[src/rtl/sha256_compress.sv]
// SHA-256 compression core: consumes one schedule word per accepted cycle,
// runs 64 rounds on a..h and folds the result into the chaining state H.
`timescale 1ns/1ps

module sha256_compress #(
    parameter int DATA_WIDTH = 32,
    parameter int ROUNDS     = 64
) (
    input  logic                    clk,
    input  logic                    rst,
    input  logic                    start_in,
    input  logic                    first_block_in,
    input  logic                    w_valid_in,
    input  logic [DATA_WIDTH-1:0]   w_in,
    output logic [5:0]              round_count_out,
    output logic                    w_ready_out,
    output logic                    busy_out,
    output logic [8*DATA_WIDTH-1:0] digest_out,
    output logic                    digest_valid_out
);

    typedef enum logic [2:0] {IDLE, LOAD, ROUND, UPDATE, DONE} state_t;

    localparam logic [31:0] IV [8] = '{
        32'h6a09e667, 32'hbb67ae85, 32'h3c6ef372, 32'ha54ff53a,
        32'h510e527f, 32'h9b05688c, 32'h1f83d9ab, 32'h5be0cd19
    };

    localparam logic [31:0] K [64] = '{
        32'h428a2f98, 32'h71374491, 32'hb5c0fbcf, 32'he9b5dba5, 32'h3956c25b, 32'h59f111f1, 32'h923f82a4, 32'hab1c5ed5,
        32'hd807aa98, 32'h12835b01, 32'h243185be, 32'h550c7dc3, 32'h72be5d74, 32'h80deb1fe, 32'h9bdc06a7, 32'hc19bf174,
        32'he49b69c1, 32'hefbe4786, 32'h0fc19dc6, 32'h240ca1cc, 32'h2de92c6f, 32'h4a7484aa, 32'h5cb0a9dc, 32'h76f988da,
        32'h983e5152, 32'ha831c66d, 32'hb00327c8, 32'hbf597fc7, 32'hc6e00bf3, 32'hd5a79147, 32'h06ca6351, 32'h14292967,
        32'h27b70a85, 32'h2e1b2138, 32'h4d2c6dfc, 32'h53380d13, 32'h650a7354, 32'h766a0abb, 32'h81c2c92e, 32'h92722c85,
        32'ha2bfe8a1, 32'ha81a664b, 32'hc24b8b70, 32'hc76c51a3, 32'hd192e819, 32'hd6990624, 32'hf40e3585, 32'h106aa070,
        32'h19a4c116, 32'h1e376c08, 32'h2748774c, 32'h34b0bcb5, 32'h391c0cb3, 32'h4ed8aa4a, 32'h5b9cca4f, 32'h682e6ff3,
        32'h748f82ee, 32'h78a5636f, 32'h84c87814, 32'h8cc70208, 32'h90befffa, 32'ha4506ceb, 32'hbef9a3f7, 32'hc67178f2
    };

    function automatic logic [31:0] rotr(input logic [31:0] x, input int n);
        return (x >> n) | (x << (32 - n));
    endfunction

    state_t      state_q, state_d;
    logic        firstBlock_q, firstBlock_d;
    logic [5:0]  round_q, round_d;
    logic [31:0] work_q [8];
    logic [31:0] work_d [8];
    logic [31:0] hash_q [8];
    logic [31:0] hash_d [8];
    logic [31:0] t1, t2;

    always_ff @(posedge clk or posedge rst) begin
        if (rst) begin
            state_q      <= IDLE;
            firstBlock_q <= 1'b0;
            round_q      <= '0;
            for (int i = 0; i < 8; i++) begin
                work_q[i] <= '0;
                hash_q[i] <= '0;
            end
        end else begin
            state_q      <= state_d;
            firstBlock_q <= firstBlock_d;
            round_q      <= round_d;
            work_q       <= work_d;
            hash_q       <= hash_d;
        end
    end

    // Round datapath is evaluated every cycle but only committed on an accepted word.
    always_comb begin
        state_d      = state_q;
        firstBlock_d = firstBlock_q;
        round_d      = round_q;
        work_d       = work_q;
        hash_d       = hash_q;

        t1 = work_q[7]
           + (rotr(work_q[4], 6) ^ rotr(work_q[4], 11) ^ rotr(work_q[4], 25))
           + ((work_q[4] & work_q[5]) ^ (~work_q[4] & work_q[6]))
           + K[round_q] + w_in;
        t2 = (rotr(work_q[0], 2) ^ rotr(work_q[0], 13) ^ rotr(work_q[0], 22))
           + ((work_q[0] & work_q[1]) ^ (work_q[0] & work_q[2]) ^ (work_q[1] & work_q[2]));

        case (state_q)
            IDLE: begin
                if (start_in) begin
                    state_d      = LOAD;
                    firstBlock_d = first_block_in;
                end
            end
            LOAD: begin
                if (firstBlock_q) begin
                    hash_d = IV;
                    work_d = IV;
                end else begin
                    work_d = hash_q;
                end
                round_d = '0;
                state_d = ROUND;
            end
            ROUND: begin
                if (w_valid_in) begin
                    work_d[7] = work_q[6];
                    work_d[6] = work_q[5];
                    work_d[5] = work_q[4];
                    work_d[4] = work_q[3] + t1;
                    work_d[3] = work_q[2];
                    work_d[2] = work_q[1];
                    work_d[1] = work_q[0];
                    work_d[0] = t1 + t2;
                    round_d   = round_q + 6'd1;
                    if (round_q == 6'(ROUNDS - 1)) begin
                        state_d = UPDATE;
                    end
                end
            end
            UPDATE: begin
                for (int i = 0; i < 8; i++) begin
                    hash_d[i] = hash_q[i] + work_q[i];
                end
                state_d = DONE;
            end
            DONE: begin
                state_d = IDLE;
            end
            default: begin
                state_d = IDLE;
            end
        endcase
    end

    assign round_count_out  = round_q;
    assign w_ready_out      = (state_q == ROUND);
    assign busy_out         = (state_q != IDLE);
    assign digest_valid_out = (state_q == DONE);
    assign digest_out       = {hash_q[0], hash_q[1], hash_q[2], hash_q[3],
                               hash_q[4], hash_q[5], hash_q[6], hash_q[7]};

endmodule
[config.mk]
export PLATFORM = sky130hd
export DESIGN_NAME = sha256_compress
export DESIGN_NICKNAME = d
export VERILOG_FILES = /design/src/rtl/sha256_compress.sv
export SDC_FILE = /design/constraint.sdc
export NUM_CORES = 2
export LEC_CHECK = 0
export ABC_AREA = 1
export BUFFER_PORTS_ARGS = -buffer_cell sky130_fd_sc_hd__buf_2
export CORE_ASPECT_RATIO = 1.5
export CORE_UTILIZATION = 29
export CTS_BUF_LIST = sky130_fd_sc_hd__clkbuf_4
export DETAILED_ROUTE_END_ITERATION = 10
export HOLD_SLACK_MARGIN = 0.05
export PLACE_DENSITY = 0.48
export SLEW_MARGIN = 10
export SYNTH_ARGS = -nofsm -noshare
export SYNTH_HDL_FRONTEND = slang
export SYNTH_SLANG_ARGS = --single-unit
[constraint.sdc]
create_clock -name clk -period 16.3 [get_ports clk]
set_input_delay 1.63 -clock clk [delete_from_list [all_inputs] [get_ports clk]]
set_output_delay 1.63 -clock clk [all_outputs]
set_load 0.01 [all_outputs]
==> results by stage <==
Clock network:
- The insertion delay of the later-clocked pin in the worst-skew pair is 1280 ps.
- In this run the number of H-tree levels came out at 4.
- Hold repair after CTS inserted 0 buffers.
- After clock tree synthesis, the repair step resized 0 gates.
- After clock tree synthesis, the clock-pin slew on the worst setup and hold paths is 60 ps.
- The CTS root buffer is clkbuf_4.
- The post-CTS setup repair buffer count is 0.
- In this run the deepest clock path goes through 3 buffers.
- TritonCTS built the clock tree.
- The number of buffers created by CTS is 158.
- The number of sinks on the clock net is 522.

Global route:
- Across every metal layer, demand over resource in global routing totals 30.8%.
- The number of global-route vias before repair is 51300.
- The number of antenna violations at the first check in global routing came to 6.
- The global-route wire length before repair is 372 mm.
- Entering global routing, the biggest net connects 98 pins.
- The total overflow reported by the global router is 0.

Placed design:
- The congestion estimate from routability-driven global placement came to 1.03.
- The count of buffers added on input and output ports is 301.
- Detailed placement ended at an HPWL of 207 mm.
- In this run the cell area measured after placement is 52300 sq um.

Route:
- The final antenna-violating net count is 0.
- The final route contains 51400 vias.
- After detailed routing, the number of remaining DRC violations is 0.
- Using the TritonRoute via totals, the vias-per-cell ratio works out to 5.43.
- The per-cell routed wire length is 27.8 um.
- The number of DRC violations after detailed-routing iteration 0 is 4394.
- Summed over all layers, the routed wires come to 264 mm.
- The length of the first detailed-routing pass in iterations is 6.

Critical path:
- Of all nets on the critical path, the largest fanout is 33.
- The worst-path cell with the longest stage delay is dfrtp_2.
- The worst setup path is launched from a flop.
- The startpoint identified for the worst register-to-register timing path is round_count_out[3]$_DFFE_PP0P_.
- Data on the critical path is required at its endpoint by 17390 ps.
- The number of cells on the worst reg-to-reg path is 30.
- The delay contributed by the slowest stage of the critical path is 820 ps.
- The category of the critical setup timing path is reg -> reg.
- At the worst endpoint, the arrival time is 9250 ps.
- The worst setup path is captured at a flop.
- Across all register-to-register paths, the minimum setup slack is 8140 ps.
- The worst register-to-register path ends at work_q[251]$_DFFE_PP0P_.

Run status:
- The flow ran to the end, and the final reports show no timing, DRC or antenna violations.

Floorplan:
- In this run the horizontal extent of the chip is 336 um.
- The total core area is 166000 sq um.
- The floorplan step set the die height to 503 um.
- The initial core utilization is 29.2%.
- The floorplan die area is 169000 sq um.
- 302 I/O pins were placed.
- The number of placement rows is 183.

Synthesis:
- By area, the combinational part of the netlist is dominated by compound AO/OA/AOI/OAI gates.
- The Yosys step of the flow raised 0 warnings.
- In the synthesized netlist, the number of instances is 6846.
- Of the post-synthesis cell area, the part taken by muxes is 0%.
- The post-synthesis compound-gate area fraction is 23.8%.
- After synthesis the netlist holds a flip-flop and latch count of 522.
- The most used flip-flop cell after synthesis is dfrtp_1.
- The post-synthesis share of cell area spent on xor and xnor gates is 4.02%.
- Counting flops with a built-in enable in the synthesized netlist gives 0.
- In the synthesized netlist the async set-or-reset flop fraction comes to 100%.
- The register area share after synthesis is 26.9%.
- The net count after synthesis is 7384.
- The average instance in the mapped netlist occupies 7.09 sq um.
- The number of distinct library cells after synthesis is 75.
- The fraction of the mapped netlist area in simple logic gates is 19.7%.
- The cell area that synthesis handed to floorplanning was 48500 sq um.
- The share of synthesized cell area in full adder, half adder and majority cells is 15.0%.

Flow run:
- The number of max-capacitance violations reported is 0.

Layout:
- The library cell used most frequently in the layout, excluding fill and tap cells, is nand2_1.
- After filler insertion, the fill cell instance count of the layout stands at 18300.
- In the layout the commonest cells are nand2_1 (1221), inv_1 (1058), o21ai_0 (668).
- Compared with the post-synthesis result, the final layout area differs by 12.0%.
- After routing the design area is 54400 sq um.
- The flip-flop and latch area is 13100 sq um.
- The proportion of layout cells with a drive suffix above 1 is 10.7%.
- The number of nets in the layout is 7656.
- The multi-input logic area is 30400 sq um.

Timing:
- The count of final hold-check violations is 0.
- Setup violations remaining at the end of the flow were counted as 0.
- The sum of negative setup slack is 0 ps.
- Timing would allow up to 123 MHz.
- Final hold analysis gives a worst-case slack of 434 ps.
- The worst pin sits at a relative slew slack of 13.7%.
- Clock skew on the completed layout was measured at 126 ps.
- The max-slew violation total from the final report was 0.
- Setup repair after global routing left no endpoint under its margin.
- The transition time at the pin with the least slew margin is 1280 ps.
- The routed design could run at a clock period as short as 8160 ps.
- In the finished design, the share of the clock period the worst path needs comes to 50.1%.

Hold path:
- The min-delay analysis places its worst path in the category in -> async.
==> synth_stat cells (36+ instances only) <==
| library cell | count | share of area (%) |
|---|---|---|
| xnor2_1 | 97 | 1.7 |
| nand3_1 | 242 | 2.5 |
| fa_1 | 133 | 5.5 |
| xor2_1 | 126 | 2.3 |
| clkbuf_1 | 158 | 1.2 |
| dfrtp_1 | 522 | 27 |
| nor2_1 | 504 | 3.9 |
| o21a_1 | 36 | 0.56 |
| inv_1 | 1059 | 8.2 |
| o21bai_1 | 42 | 0.65 |
| o22ai_1 | 150 | 1.9 |
| nand4_1 | 47 | 0.61 |
| a221oi_1 | 54 | 0.97 |
| buf_2 | 76 | 0.78 |
| nand2_1 | 1222 | 9.4 |
| a21oi_1 | 617 | 6.4 |
| a31oi_1 | 98 | 1.3 |
| ha_1 | 368 | 9.5 |
| nor3_1 | 151 | 1.6 |
| o21ai_0 | 668 | 6.9 |
| a21o_1 | 46 | 0.71 |
==> routing by layer <==
metal | global-route usage [%] | wire length [um] | vias to the layer above
met3 | 5.92 | 17100 | 670
met2 | 52.9 | 127000 | 2256
met4 | 24.5 | 24200 | 0
li1 | - | - | 23700
met1 | 33.1 | 95200 | 24800
met5 | 0 | 0 | -
==> kinds of logic after synthesis <==
kind of cell / count (synthesis)
AOI/OAI and AO/OA: 1981
xor gates and xnor gates: 223
buffers and inverters: 1330
adders and majority gates: 501
DFF: 522
and+or+nand+nor: 2289
==> metrics by stage <==
stage | utilization (%) | setup slack, ps | std cells
5_1_grt | 32.8 | 7750 | 9474
3_3_place_gp | 31.5 | 8140 | 9178
6_report | 32.8 | 8140 | 9475
4_1_cts | 32.8 | 8290 | 9466
3_5_place_dp | 31.5 | 8300 | 9178
2_1_floorplan | - | 86.6 | 6846
==> cell type report <==
cell class / count / area share, %
clock buffer: 234 / 3.23
inverter: 1075 / 7.47
timing repair buffer: 367 / 3.70
sequential: 522 / 24.0
clock inverter: 54 / 0.527
tap: 2220 / 5.11
multi-input combinational: 4994 / 55.9
antenna: 9 / 0.0414
==> how the worst max path moves through the flow <==
stage,slack (ps),startpoint,endpoint
after global placement,8140,round_count_out[3]$_DFFE_PP0P_,work_q[254]$_DFFE_PP0P_
after floorplan,90,rst,digest_out[0]$_DFFE_PP0P_
after detailed placement,8300,round_count_out[3]$_DFFE_PP0P_,work_q[254]$_DFFE_PP0P_
after CTS,8290,round_count_out[3]$_DFFE_PP0P_,work_q[254]$_DFFE_PP0P_
final,8140,round_count_out[3]$_DFFE_PP0P_,work_q[251]$_DFFE_PP0P_
after global routing,7750,round_count_out[3]$_DFFE_PP0P_,work_q[251]$_DFFE_PP0P_
==> registers in the layout (all words and copies together) (netlist names) <==
name	count
state_q	3
round_count_out	6
work_q	256
digest_out	256
firstBlock_q	1
==> critical path: cells and delay by family, from the launching register on <==
kind            cells  cell delay (ps)
fa+ha+maj           4             1990
buf+inv             7             1510
xor+xnor            2              530
simple gates       11             1900
flops               1              820
compound gates      6             1250
Power is left out: the tool's default activity adds up to more than one toggle a clock period on the data nets, which glitch-free logic cannot reach.
